--- src/rtl/conv_win_fetch.sv ---
// conv_win_fetch: reads a raster image from the source RAM, keeps the two previous
// rows in line buffers and streams every valid 3x3 window over a valid/ready port.
module conv_win_fetch #(
  parameter int unsigned IMG_W  = 28,
  parameter int unsigned IMG_H  = 28,
  parameter int unsigned DW     = 8,
  parameter int unsigned AW     = 12,
  parameter int unsigned RD_LAT = 2
) (
  input  logic            clk,
  input  logic            rst,
  input  logic            start,
  output logic            cena,
  output logic [AW-1:0]   aa,
  input  logic [DW-1:0]   qa,
  output logic            win_valid,
  input  logic            win_ready,
  output logic [9*DW-1:0] win_data,
  output logic [4:0]      win_row,
  output logic [4:0]      win_col,
  output logic            busy,
  output logic            done
);

  typedef enum logic [1:0] {StIdle, StFetch, StDrain, StDone} state_e;

  localparam logic [AW-1:0] LastAddr   = AW'(IMG_W * IMG_H - 1);
  localparam logic [4:0]    LastCol    = 5'(IMG_W - 1);
  localparam logic [4:0]    LastWinRow = 5'(IMG_H - 3);
  localparam logic [4:0]    LastWinCol = 5'(IMG_W - 3);

  state_e state_q, state_d;
  logic [AW-1:0]     addr_q, addr_d;
  logic [RD_LAT-1:0] inflt_q, inflt_d;
  logic [1:0]        wr_ptr_q, wr_ptr_d, rd_ptr_q, rd_ptr_d;
  logic [2:0]        cnt_q, cnt_d;
  logic [4:0]        px_col_q, px_col_d, px_row_q, px_row_d;
  logic              win_valid_q, win_valid_d;
  logic [9*DW-1:0]   win_data_q, win_data_d;
  logic [4:0]        win_row_q, win_row_d, win_col_q, win_col_d;

  logic [DW-1:0] fifo_q [4];
  logic [DW-1:0] lb0_q [IMG_W];
  logic [DW-1:0] lb1_q [IMG_W];
  logic [DW-1:0] w_q [3][3];
  logic [DW-1:0] col_new [3];

  logic [3:0]    inflt_cnt;
  logic          issue, push, pop, emit, emit_pos, accept;
  logic [DW-1:0] pop_px;

  // Credit check, FIFO pop gating and the incoming window column.
  always_comb begin
    inflt_cnt = '0;
    for (int i = 0; i < int'(RD_LAT); i++) inflt_cnt = inflt_cnt + 4'(inflt_q[i]);
    issue    = (state_q == StFetch) && ((inflt_cnt + {1'b0, cnt_q}) < 4'd4);
    push     = inflt_q[RD_LAT-1];
    accept   = win_valid_q & win_ready;
    emit_pos = (px_row_q >= 5'd2) && (px_col_q >= 5'd2);
    // Buffer-only pops never wait on the consumer.
    pop      = (cnt_q != 3'd0) && (!emit_pos || !win_valid_q || win_ready);
    emit     = pop && emit_pos;
    pop_px   = fifo_q[rd_ptr_q];
    col_new[0] = lb0_q[px_col_q];
    col_new[1] = lb1_q[px_col_q];
    col_new[2] = pop_px;
  end

  // Next-state for FSM, read address, in-flight tracker, FIFO and counters.
  always_comb begin
    state_d  = state_q;
    addr_d   = addr_q;
    px_col_d = px_col_q;
    px_row_d = px_row_q;
    unique case (state_q)
      StIdle:  if (start) state_d = StFetch;
      StFetch: if (issue && (addr_q == LastAddr)) state_d = StDrain;
      StDrain: if (accept && (win_row_q == LastWinRow) && (win_col_q == LastWinCol))
                 state_d = StDone;
      StDone:  state_d = StIdle;
      default: state_d = StIdle;
    endcase
    if (issue) addr_d = (addr_q == LastAddr) ? '0 : addr_q + 1'b1;
    inflt_d  = (inflt_q << 1) | RD_LAT'(issue);
    wr_ptr_d = wr_ptr_q + 2'(push);
    rd_ptr_d = rd_ptr_q + 2'(pop);
    cnt_d    = cnt_q + 3'(push) - 3'(pop);
    if (state_q == StIdle) begin
      px_col_d = '0;
      px_row_d = '0;
    end else if (pop) begin
      if (px_col_q == LastCol) begin
        px_col_d = '0;
        px_row_d = px_row_q + 5'd1;
      end else begin
        px_col_d = px_col_q + 5'd1;
      end
    end
  end

  // Output slot: reload on emit (even while accepting), clear on accept alone.
  always_comb begin
    win_valid_d = win_valid_q;
    win_data_d  = win_data_q;
    win_row_d   = win_row_q;
    win_col_d   = win_col_q;
    if (emit) begin
      win_valid_d = 1'b1;
      win_row_d   = px_row_q - 5'd2;
      win_col_d   = px_col_q - 5'd2;
      for (int r = 0; r < 3; r++) begin
        win_data_d[(3*r+0)*DW +: DW] = w_q[r][1];
        win_data_d[(3*r+1)*DW +: DW] = w_q[r][2];
        win_data_d[(3*r+2)*DW +: DW] = col_new[r];
      end
    end else if (accept) begin
      win_valid_d = 1'b0;
    end
  end

  // Control state with asynchronous reset.
  always_ff @(posedge clk or posedge rst) begin
    if (rst) begin
      state_q     <= StIdle;
      addr_q      <= '0;
      inflt_q     <= '0;
      wr_ptr_q    <= '0;
      rd_ptr_q    <= '0;
      cnt_q       <= '0;
      px_col_q    <= '0;
      px_row_q    <= '0;
      win_valid_q <= 1'b0;
      win_data_q  <= '0;
      win_row_q   <= '0;
      win_col_q   <= '0;
    end else begin
      state_q     <= state_d;
      addr_q      <= addr_d;
      inflt_q     <= inflt_d;
      wr_ptr_q    <= wr_ptr_d;
      rd_ptr_q    <= rd_ptr_d;
      cnt_q       <= cnt_d;
      px_col_q    <= px_col_d;
      px_row_q    <= px_row_d;
      win_valid_q <= win_valid_d;
      win_data_q  <= win_data_d;
      win_row_q   <= win_row_d;
      win_col_q   <= win_col_d;
    end
  end

  // Pixel storage: FIFO, line buffers and the 3x3 shift window (no reset needed).
  always_ff @(posedge clk) begin
    if (push) fifo_q[wr_ptr_q] <= qa;
    if (pop) begin
      lb0_q[px_col_q] <= lb1_q[px_col_q];
      lb1_q[px_col_q] <= pop_px;
      for (int r = 0; r < 3; r++) begin
        w_q[r][0] <= w_q[r][1];
        w_q[r][1] <= w_q[r][2];
        w_q[r][2] <= col_new[r];
      end
    end
  end

  assign cena      = ~issue;
  assign aa        = addr_q;
  assign win_valid = win_valid_q;
  assign win_data  = win_data_q;
  assign win_row   = win_row_q;
  assign win_col   = win_col_q;
  assign busy      = (state_q != StIdle);
  assign done      = (state_q == StDone);

endmodule

--- config.mk ---
export PLATFORM = sky130hd
export DESIGN_NAME = conv_win_fetch
export DESIGN_NICKNAME = d
export VERILOG_FILES = /design/src/rtl/conv_win_fetch.sv
export SDC_FILE = /design/constraint.sdc
export NUM_CORES = 1
export LEC_CHECK = 0
export ABC_AREA = 0
export CORE_MARGIN = 2
export CORE_UTILIZATION = 53
export CTS_BUF_LIST = sky130_fd_sc_hd__clkbuf_4
export CTS_CLUSTER_DIAMETER = 120
export DETAILED_ROUTE_END_ITERATION = 10
export GPL_ROUTABILITY_DRIVEN = 0
export GPL_TIMING_DRIVEN = 1
export PLACE_DENSITY = 0.71
export REMOVE_ABC_BUFFERS = 1
export SLEW_MARGIN = 20
export SYNTH_ARGS = -nofsm -noshare
export SYNTH_HDL_FRONTEND = slang
export SYNTH_SLANG_ARGS = --single-unit
--- constraint.sdc ---
create_clock -name clk -period 5.4 [get_ports clk]
set_input_delay 0.81 -clock clk [delete_from_list [all_inputs] [get_ports clk]]
set_output_delay 0.81 -clock clk [all_outputs]
set_load 0.01 [all_outputs]
==> results.txt, run 1 <==
run status - finished, final reports clean
DP Cell Count - 2164
clock transition at the registers of the reported paths - 0.07 ns
Setup WS post-layout - 1.45 ns
crit path kind - register to register
TritonCTS clock tree - built
Hold Crit Endpoint - inflt_q[1]
Yosys cell types - 69
DR iter-0 viols - 1266
Max-Cap Viols - 0
total chip power - 17.0 mW
dpl cell area - 26900 um2
Power Density - 588 nW/um2
post-synthesis cell count - 1481
Yosys top cell area share - 0.633
drt wl/cell - 21.3 um
clock sinks - 644
type of origin of the critical path - register
Avg Cell Area, Syn - 16.9 um2
die area - 49000 um2
total CTS buffers - 159
WL final - 52300 um
global-route wire length before repair - 80900 um
Final Hold Vio Count - 0
DRC violation count after routing - 0
post-synthesis sequential area ratio - 0.749
Hold Path Origin - inflt_q[0]
Skew-Pair Late Insertion Delay - 0.88 ns
Synth async-reset ratio - 0.180
Flop pwr share - 0.479
hold path cells - 0
Layout area overhead - 15.3%
Post-synth top cells - edfxtp_1 (528), nand2_1 (192), mux2i_1 (172), dfrtp_1 (116), o22ai_1 (71)
synthesized flop and latch total - 644
Syn Std Cell Area - 25000 um2
final setup fails - 0
cell area after layout - 28900 um2
Port Buffers - 109
Worst R2R Setup Slack - 1.45 ns
cts hold-fix bufs - 0
RR Startpoint - px_col_q[1]
area leader, netlist - edfxtp_1
clock share of power - 0.231
core area - 46600 um2
CTS H-tree depth - 4
initial core utilization - 0.538
global-route total usage across every layer - 0.215
vias in the first global route - 14200
Pint - 11.4 mW
Min-Delay Path Class - register to register
vias per inst - 5.70
Post-Route Skew - 0.0529 ns
worst-margin pin slew - 1.06 ns
number of flops mapped to enable cells by yosys - 528
Req. time, crit path - 6.14 ns
post-layout min period - 3.95 ns
post_cts resized - 0
non-filler instance count after layout - 2450
grt total ovfl - 0
Period Utilization, post-route - 0.732
Logic pwr share - 0.290
RR Endpoint - win_data[40]
clk root buf - clkbuf_4
Slew Limit Fails - 0
Lkg Pwr - 10.5 nW
Pre-antenna DRT Iters - 5
Fmax - 0.253 GHz
crit path capture type - register
Peak VDD IR - 0.000379 V
top-count cell post-synth - edfxtp_1
Die H - 221 um
fraction of layout cells with a size suffix above 1 - 0.207
Cell Rows - 79
RSZ-0062 raised after global routing - no
Ys Warns - 0
Main synth FF type - edfxtp_1
dpl hpwl - 31700 um
largest net degree at the start of global routing - 74
final hold slack - 0.396 ns
CP arrival - 4.69 ns
post-CTS setup buffers - 0
die width - 221 um
routed vias - 14000
Post-DRT Antenna Nets - 0
CP Max Fanout - 43
fin nets - 1752
Top Ports - 110
CTS max path bufs - 3
R2R cell count - 6
initial antenna violation count - 1
Sw Ratio - 0.326
worst slack, placed - 1.29 ns
Sw Pwr - 5.54 mW
main area contributors after synthesis - edfxtp_1 (63%), dfrtp_1 (12%), mux2i_1 (6.9%)
Slew HR - 0.295
-- per-layer routing --
metal / vias up / part of all wire / global-route usage
met5: - / 0 / 0
met4: 0 / 0.020 / 0.0808
met3: 90 / 0.078 / 0.0560
met2: 562 / 0.48 / 0.336
met1: 6997 / 0.42 / 0.293
li1: 6313 / - / -
-- worst max path at each step --
stage | startpoint | slack [ns] | depth (start not counted) | endpoint
floorplan | px_col_q[1] | -4.36 | 6 | win_data[44]
global placement | px_col_q[1] | 1.34 | 6 | win_data[41]
detailed placement | px_col_q[1] | 1.29 | 6 | win_data[41]
CTS | px_col_q[1] | 1.29 | 6 | win_data[41]
global route | px_col_q[3] | 1.21 | 5 | win_data[41]
finish | px_col_q[1] | 1.45 | 6 | win_data[40]
-- flip-flops by register name, summed over array words and instances (netlist names) --
| register | count |
|---|---|
| cnt_q | 3 |
| win_valid | 1 |
| state_q | 2 |
| wr_ptr_q | 2 |
| rd_ptr_q | 2 |
| win_row | 5 |
| w_q | 48 |
| fifo_q | 32 |
| px_row_q | 5 |
| lb1_q | 224 |
| lb0_q | 224 |
| win_col | 5 |
| win_data | 72 |
| inflt_q | 2 |
| px_col_q | 5 |
| aa | 12 |
-- power by group through the flow --
| stage | clock network (mW) | registers [mW] | logic (mW) |
|---|---|---|---|
| global placement | 0 | 8.19 | 4.81 |
| finish | 3.93 | 8.13 | 4.92 |
| global route | 4.31 | 8.25 | 5.35 |
| CTS | 4.05 | 8.15 | 4.96 |
| floorplan | 0 | 8.42 | 2.85 |
| detailed placement | 0 | 8.25 | 4.94 |
-- per-stage QoR --
step	TNS (ns)	util
2_1_floorplan	-2663.26	-
3_3_place_gp	0	0.577
3_5_place_dp	0	0.577
4_1_cts	0	0.620
5_1_grt	0	0.620
6_report	0	0.620
-- logic make-up (layout without fill, tap and decap cells) --
logic type / after synthesis / in the layout / synth area share
fa+ha+maj: 22 / 22 / 0.0113
flops: 644 / 644 / 0.749
compound gates: 148 / 148 / 0.0408
simple gates: 327 / 327 / 0.0617
xor+xnor: 13 / 13 / 0.00455
other cells: 0 / 3 / 0
buf+inv: 94 / 453 / 0.0197
mux: 233 / 233 / 0.113
-- cell type report --
type / instances / area [um2]
Timing Repair Buffer: 149 / 1400
Multi-Input combinational cell: 743 / 5860
Sequential cell: 644 / 18800
Inverter: 21 / 81.3
Clock inverter: 50 / 259
Fill cell: 3406 / 17700
Clock buffer: 233 / 1750
Tap cell: 607 / 759
Antenna cell: 3 / 7.51
-- critical path: stages (launching register included) --
cell     delay [ns]
dfrtp_4        0.84
buf_4          0.60
mux2i_1        0.25
o22ai_1        0.19
nor4_1         0.56
nand2_1        0.79
mux2_2         0.54
-- layout by cell type, fill, tap and decap left out, types with 5 or more instances in the layout --
| master | n |
|---|---|
| nand2_1 | 190 |
| xnor2_1 | 8 |
| nor2b_1 | 6 |
| clkinv_2 | 6 |
| clkbuf_4 | 233 |
| a21oi_1 | 13 |
| a22oi_1 | 6 |
| o21ai_0 | 17 |
| nor3_2 | 5 |
| inv_1 | 17 |
| buf_4 | 39 |
| nand3_1 | 16 |
| nor2_1 | 36 |
| o22ai_1 | 71 |
| nor4_1 | 12 |
| mux2_2 | 22 |
| ha_1 | 21 |
| inv_2 | 10 |
| mux2i_1 | 172 |
| dfrtp_1 | 114 |
| xor2_1 | 5 |
| a211oi_1 | 14 |
| nand4_1 | 7 |
| nor3_1 | 7 |
| clkdlybuf4s50_1 | 109 |
| mux4_2 | 31 |
| edfxtp_1 | 528 |
| or3_1 | 6 |
| clkinv_1 | 32 |
Note: power is estimated with default switching activity, not from simulation.
==> run 2, diff against run 1 <==
--- a/config.mk
+++ b/config.mk
@@ -13,7 +13,7 @@
 export DETAILED_ROUTE_END_ITERATION = 10
 export GPL_ROUTABILITY_DRIVEN = 0
 export GPL_TIMING_DRIVEN = 1
-export PLACE_DENSITY = 0.71
+export PLACE_DENSITY = 0.74
 export REMOVE_ABC_BUFFERS = 1
 export SLEW_MARGIN = 20
 export SYNTH_ARGS = -nofsm -noshare
==> constraint.sdc (replaced) <==
create_clock -name clk -period 3.5 [get_ports clk]
set_input_delay 0.525 -clock clk [delete_from_list [all_inputs] [get_ports clk]]
set_output_delay 0.525 -clock clk [all_outputs]
set_load 0.01 [all_outputs]
==> results.txt, run 2 (synthesized netlist as in run 1, its figures left out) <==
run status - finished, final reports clean
crit path capture type - output port
Skew-Pair Late Insertion Delay - 0.89 ns (about the same)
RR Startpoint - px_col_q[0]
Fmax - 0.306 GHz
TritonCTS clock tree - built
post-layout min period - 3.27 ns
WL final - 53500 um (+2.3%)
max incr delay on CP - 0.48 ns (-0.36 ns)
die width - 221 um (unchanged)
RR Endpoint - lb1_q[26][3]
drt wl/cell - 21.5 um (+0.90%)
CP delay by family, top - buffers and inverters
CTS max path bufs - 3 (unchanged)
RSZ-0062 raised after global routing - no
DP Cell Count - 2194 (+1.4%)
grt total ovfl - 0 (unchanged)
final setup fails - 0 (unchanged)
clock sinks - 644 (unchanged)
non-filler instance count after layout - 2484 (+1.4%)
DRC violation count after routing - 0 (unchanged)
CP Max Fanout - 15 (-65%)
CP Capture Point - cena
Fillers - 3297 (-3.2%)
Slew HR - 0.439 (+0.144)
Buffers & Inverters on Critical Path - 2 (+1)
initial antenna violation count - 1 (unchanged)
Sw Pwr - 8.86 mW (+60%)
CTS H-tree depth - 4 (unchanged)
cts hold-fix bufs - 0 (unchanged)
Period Utilization, post-route - 0.933
crit path kind - register to output port
post-CTS setup buffers - 0 (unchanged)
Cell Rows - 79 (unchanged)
Slew Limit Fails - 0 (unchanged)
DR iter-0 viols - 1523 (+20%)
number of cells on the critical path - 6 (unchanged)
Die H - 221 um (unchanged)
Post-Route Utilization - 0.626 (+0.00580)
Critical path origin - cnt_q[0]
Peak VDD IR - 0.000563 V (+48%)
worst-margin pin slew - 0.841 ns (-0.214 ns)
clock transition at the registers of the reported paths - 0.06 ns (about the same)
Worst R2R Setup Slack - 0.40 ns (-1.05 ns)
initial core utilization - 0.538 (unchanged)
Port Buffers - 109 (unchanged)
vias in the first global route - 14500 (+2.1%)
Sw Ratio - 0.332 (+0.00530)
crit-path cells - ha_1 -> a211o_1 -> o211ai_1 -> and2_4 -> inv_4 -> clkdlybuf4s50_1
sum of negative setup slack - 0 ns (unchanged)
total CTS buffers - 158 (-0.63%)
routed vias - 14200 (+1.4%)
Lkg Pwr - 10.7 nW (+1.5%)
CP arrival - 2.74 ns (-1.95 ns)
fraction of layout cells with a size suffix above 1 - 0.216 (+0.00893)
vias per inst - 5.70 (about the same)
global-route total usage across every layer - 0.220 (+0.00458)
core area - 46600 um2 (unchanged)
global-route wire length before repair - 82600 um (+2.2%)
Power Density - 916 nW/um2 (+56%)
Logic pwr share - 0.312 (+0.022)
Final Hold Vio Count - 0 (unchanged)
Max-Cap Viols - 0 (unchanged)
critical path's slowest cell - clkdlybuf4s50_1
Min-Delay Path Class - input port to asynchronous set/reset pin
Pre-antenna DRT Iters - 5 (unchanged)
Req. time, crit path - 2.97 ns (-3.17 ns)
R2R cell count - 7 (+1)
dpl hpwl - 33300 um (+4.9%)
Top Ports - 110 (unchanged)
clk root buf - clkbuf_4
die area - 49000 um2 (unchanged)
type of origin of the critical path - register
Flop pwr share - 0.461 (-0.018)
fin nets - 1781 (+1.7%)
largest net degree at the start of global routing - 94 (+27%)
Post-DRT Antenna Nets - 0 (unchanged)
Layout area overhead - 16.4%
Pint - 17.8 mW (+56%)
clock share of power - 0.227 (-0.004)
Post-Route Skew - 0.0690 ns (+0.0161 ns)
commonest non-fill, non-tap cell in the layout - edfxtp_1
most frequent cells in the layout - edfxtp_1 (528), clkbuf_4 (235), nand2_1 (192), mux2i_1 (172), dfrtp_1 (114)
## run 2: cell type report
cell class              instances  area (um2)  area share
flip-flops and latches        644       18800       0.644
inverters                      21        83.8     0.00288
clock inverters                53         245     0.00841
repair buffers                179        1700      0.0584
well taps                     607         759      0.0260
diodes                          2        5.00    0.000172
multi-input cells             743        5830       0.200
clock buffers                 235        1760      0.0605
## run 2: worst min-delay path by stage
stage,start,to,slack (ns),cells after the start
2_1_floorplan,inflt_q[0],inflt_q[1],0.36,0
3_3_place_gp,inflt_q[0],inflt_q[1],0.37,0
3_5_place_dp,inflt_q[0],inflt_q[1],0.37,0
4_1_cts,rst,win_data[33],0.12,2
5_1_grt,rst,win_data[25],0.16,2
6_report,rst,win_data[33],0.15,2
## run 2: power by group through the flow
stage | clock, mW | combinational [mW] | sequential (mW)
2_1_floorplan | 0 | 3.72 | 12.6
6_report | 6.06 | 8.33 | 12.3
3_5_place_dp | 0 | 8.35 | 12.5
4_1_cts | 6.21 | 8.35 | 12.3
5_1_grt | 6.61 | 8.93 | 12.5
3_3_place_gp | 0 | 8.12 | 12.4
## run 2: worst register-to-register path, cell delays in order, from the launching register on
cell and delay, ns:
dfrtp_2 0.55, inv_1 0.16, ha_1 0.27, a2111oi_4 0.58, o31a_2 0.35, nand2_1 0.34
nor3_2 0.28, buf_4 0.27
## run 2: through the flow
step	setup slack, ns	hold WS (ns)	total power, mW	cell area [um2]
floorplan	-6.26	0.360	16.4	24600
global placement	0.568	0.374	20.5	27100
detailed placement	0.468	0.371	20.8	27100
CTS	0.0238	0.115	26.9	29100
global route	0.0462	0.162	28.0	29200
finish	0.233	0.149	26.7	29200
## run 2: per-layer routing
layer,GRT usage,routed length (um),vias to the layer above
met5,0,0,-
li1,-,-,6357
met4,0.0771,1130,0
met3,0.0550,3980,86
met2,0.354,26000,606
met1,0.294,22400,7108
## run 2: what timing repair did
item	4_1_cts	5_1_grt
gates resized for setup	1	2
pin swaps	0	0
endpoints found under the setup margin	1	1
==> run 3, diff against run 2 <==
--- a/config.mk
+++ b/config.mk
@@ -6,14 +6,14 @@
 export NUM_CORES = 1
 export LEC_CHECK = 0
 export ABC_AREA = 0
-export CORE_MARGIN = 2
-export CORE_UTILIZATION = 53
+export CORE_MARGIN = 3
+export CORE_UTILIZATION = 57
 export CTS_BUF_LIST = sky130_fd_sc_hd__clkbuf_4
 export CTS_CLUSTER_DIAMETER = 120
 export DETAILED_ROUTE_END_ITERATION = 10
 export GPL_ROUTABILITY_DRIVEN = 0
 export GPL_TIMING_DRIVEN = 1
-export PLACE_DENSITY = 0.74
+export PLACE_DENSITY = 0.79
 export REMOVE_ABC_BUFFERS = 1
 export SLEW_MARGIN = 20
 export SYNTH_ARGS = -nofsm -noshare
==> results.txt, run 3 (synthesized netlist as in run 1, its figures left out) <==
CP arrival - 2.75 ns (about the same)
Max-Cap Viols - 0 (unchanged)
Power Density - 928 nW/um2 (+1.3%)
DR iter-0 viols - 1505 (-1.2%)
total CTS buffers - 152 (-3.8%)
final setup fails - 0 (unchanged)
die width - 216 um (-2.6%)
routed vias - 14100 (-0.42%)
commonest non-fill, non-tap cell in the layout - edfxtp_1
Pre-antenna DRT Iters - 5 (unchanged)
CTS max path bufs - 3 (unchanged)
dpl hpwl - 33100 um (-0.58%)
GR Util met2 - 0.373 (+0.0197)
clock sinks - 644 (unchanged)
gr busiest metal - met2
TritonCTS clock tree - built
Global Route met1 Usage - 0.310 (+0.0157)
Lkg Pwr - 10.7 nW (+0.16%)
global-route total usage across every layer - 0.234 (+0.0142)
Final Hold Vio Count - 0 (unchanged)
largest net degree at the start of global routing - 103 (+9.6%)
Post-Route Skew - 0.0710 ns (+0.00197 ns)
Port Buffers - 109 (unchanged)
Period Utilization, post-route - 0.936 (+0.00230)
met3 Usage GRT - 0.0689 (+0.0139)
worst-margin pin slew - 0.844 ns (+0.00226 ns)
Fmax - 0.305 GHz (-0.25%)
WL final - 53300 um (-0.34%)
final hold slack - 0.126 ns (-0.0233 ns)
initial core utilization - 0.579 (+0.0409)
core area - 43300 um2 (-7.1%)
post-layout min period - 3.27 ns (+0.00807 ns)
RR Endpoint - lb0_q[13][1]
clk root buf - clkbuf_4
Req. time, crit path - 2.97 ns (about the same)
fraction of layout cells with a size suffix above 1 - 0.210 (-0.00621)
R2R cell count - 5 (-2)
run status - finished, final reports clean
Skew-Pair Late Insertion Delay - 0.88 ns (about the same)
post-CTS setup buffers - 0 (unchanged)
type of origin of the critical path - register
Slew Limit Fails - 0 (unchanged)
Worst R2R Setup Slack - 0.49 ns (+0.09 ns)
Post-DRT Antenna Nets - 0 (unchanged)
global-route wire length before repair - 83100 um (+0.54%)
Top Ports - 110 (unchanged)
Die H - 216 um (-2.6%)
Fillers - 2823 (-14%)
initial antenna violation count - 2 (+1)
CP Max Fanout - 15 (unchanged)
most frequent cells in the layout - edfxtp_1 (528), clkbuf_4 (210), nand2_1 (192), mux2i_1 (172), dfrtp_1 (114)
Post-Route Utilization - 0.675 (+0.0491)
vias per inst - 5.77 (+1.2%)
clock transition at the registers of the reported paths - 0.07 ns (about the same)
crit path capture type - output port
Layout area overhead - 16.7%
grt total ovfl - 0 (unchanged)
CTS H-tree depth - 4 (unchanged)
fin nets - 1783 (+0.11%)
die area - 46500 um2 (-5.1%)
Cell Rows - 76 (-3.8%)
Peak VDD IR - 0.000807 V (+43%)
Slew HR - 0.438 (-0.00151)
RSZ-0062 raised after global routing - no
DRC violation count after routing - 0 (unchanged)
vias in the first global route - 14600 (+0.98%)
drt wl/cell - 21.8 um (+1.3%)
Min-Delay Path Class - input port to asynchronous set/reset pin
crit path kind - register to output port
RR Startpoint - px_col_q[0]
==> run 3: layer usage <==
| metal | wire length, um | vias to the layer above | part of all wire |
|---|---|---|---|
| met5 | 0 | - | 0 |
| met4 | 1370 | 0 | 0.026 |
| met3 | 4750 | 105 | 0.089 |
| met2 | 26200 | 654 | 0.49 |
| met1 | 21000 | 6982 | 0.39 |
| li1 | - | 6357 | - |
==> run 3: what timing repair did <==
item / CTS / global route
hold endpoints to repair: 0 / 0
resized for setup: 1 / 1
hold buffers: 0 / 0
setup endpoints to repair: 1 / 1
==> run 3: worst max-delay path, cell delays in order, from the launching register on <==
cell,delay (ns)
dfrtp_1,0.38
ha_1,0.31
a211o_1,0.26
o211ai_1,0.11
and2_2,0.28
inv_4,0.10
clkdlybuf4s50_1,0.49
==> run 3: area by class of cell <==
type / count / area (um2) / share of cell area
Antenna cell: 1 / 2.50 / 0.0000856
Multi-Input combinational cell: 743 / 5840 / 0.200
Inverter: 21 / 83.8 / 0.00287
Sequential cell: 644 / 18800 / 0.642
Timing Repair Buffer: 187 / 1800 / 0.0617
Clock inverter: 54 / 425 / 0.0146
Clock buffer: 210 / 1580 / 0.0539
Tap cell: 585 / 732 / 0.0250
==> run 3: stage by stage <==
step	total power, mW	instances	TNS, ns	setup slack, ns	instance area [um2]
2_1_floorplan	16.4	1408	-4259.16	-6.26	24600
3_3_place_gp	20.7	2180	0	0.638	27200
3_5_place_dp	21.0	2180	0	0.602	27200
4_1_cts	27.3	2444	0	0.0337	29200
5_1_grt	28.4	2445	0	0.0159	29200
6_report	27.1	2445	0	0.225	29200
==> run 3: worst max-delay path by stage <==
stage           startpoint  cells past startpoint  slack (ns)      endpoint
6_report        inflt_q[0]                      6        0.23          cena
2_1_floorplan  px_col_q[1]                      6       -6.26  win_data[44]
4_1_cts         inflt_q[0]                      6        0.03          cena
3_5_place_dp   px_col_q[1]                      8        0.60   lb0_q[9][5]
5_1_grt         inflt_q[0]                      6        0.02          cena
3_3_place_gp   px_col_q[1]                      8        0.64   lb0_q[9][0]
==> run 3: power breakdown <==
group	leakage [nW]	total (mW)	internal, mW	switching, mW
combinational	3.26	8.62	3.27	5.35
clock	1.17	6.20	3.37	2.84
sequential	6.27	12.3	11.6	0.704
total	10.7	27.1	18.2	8.89
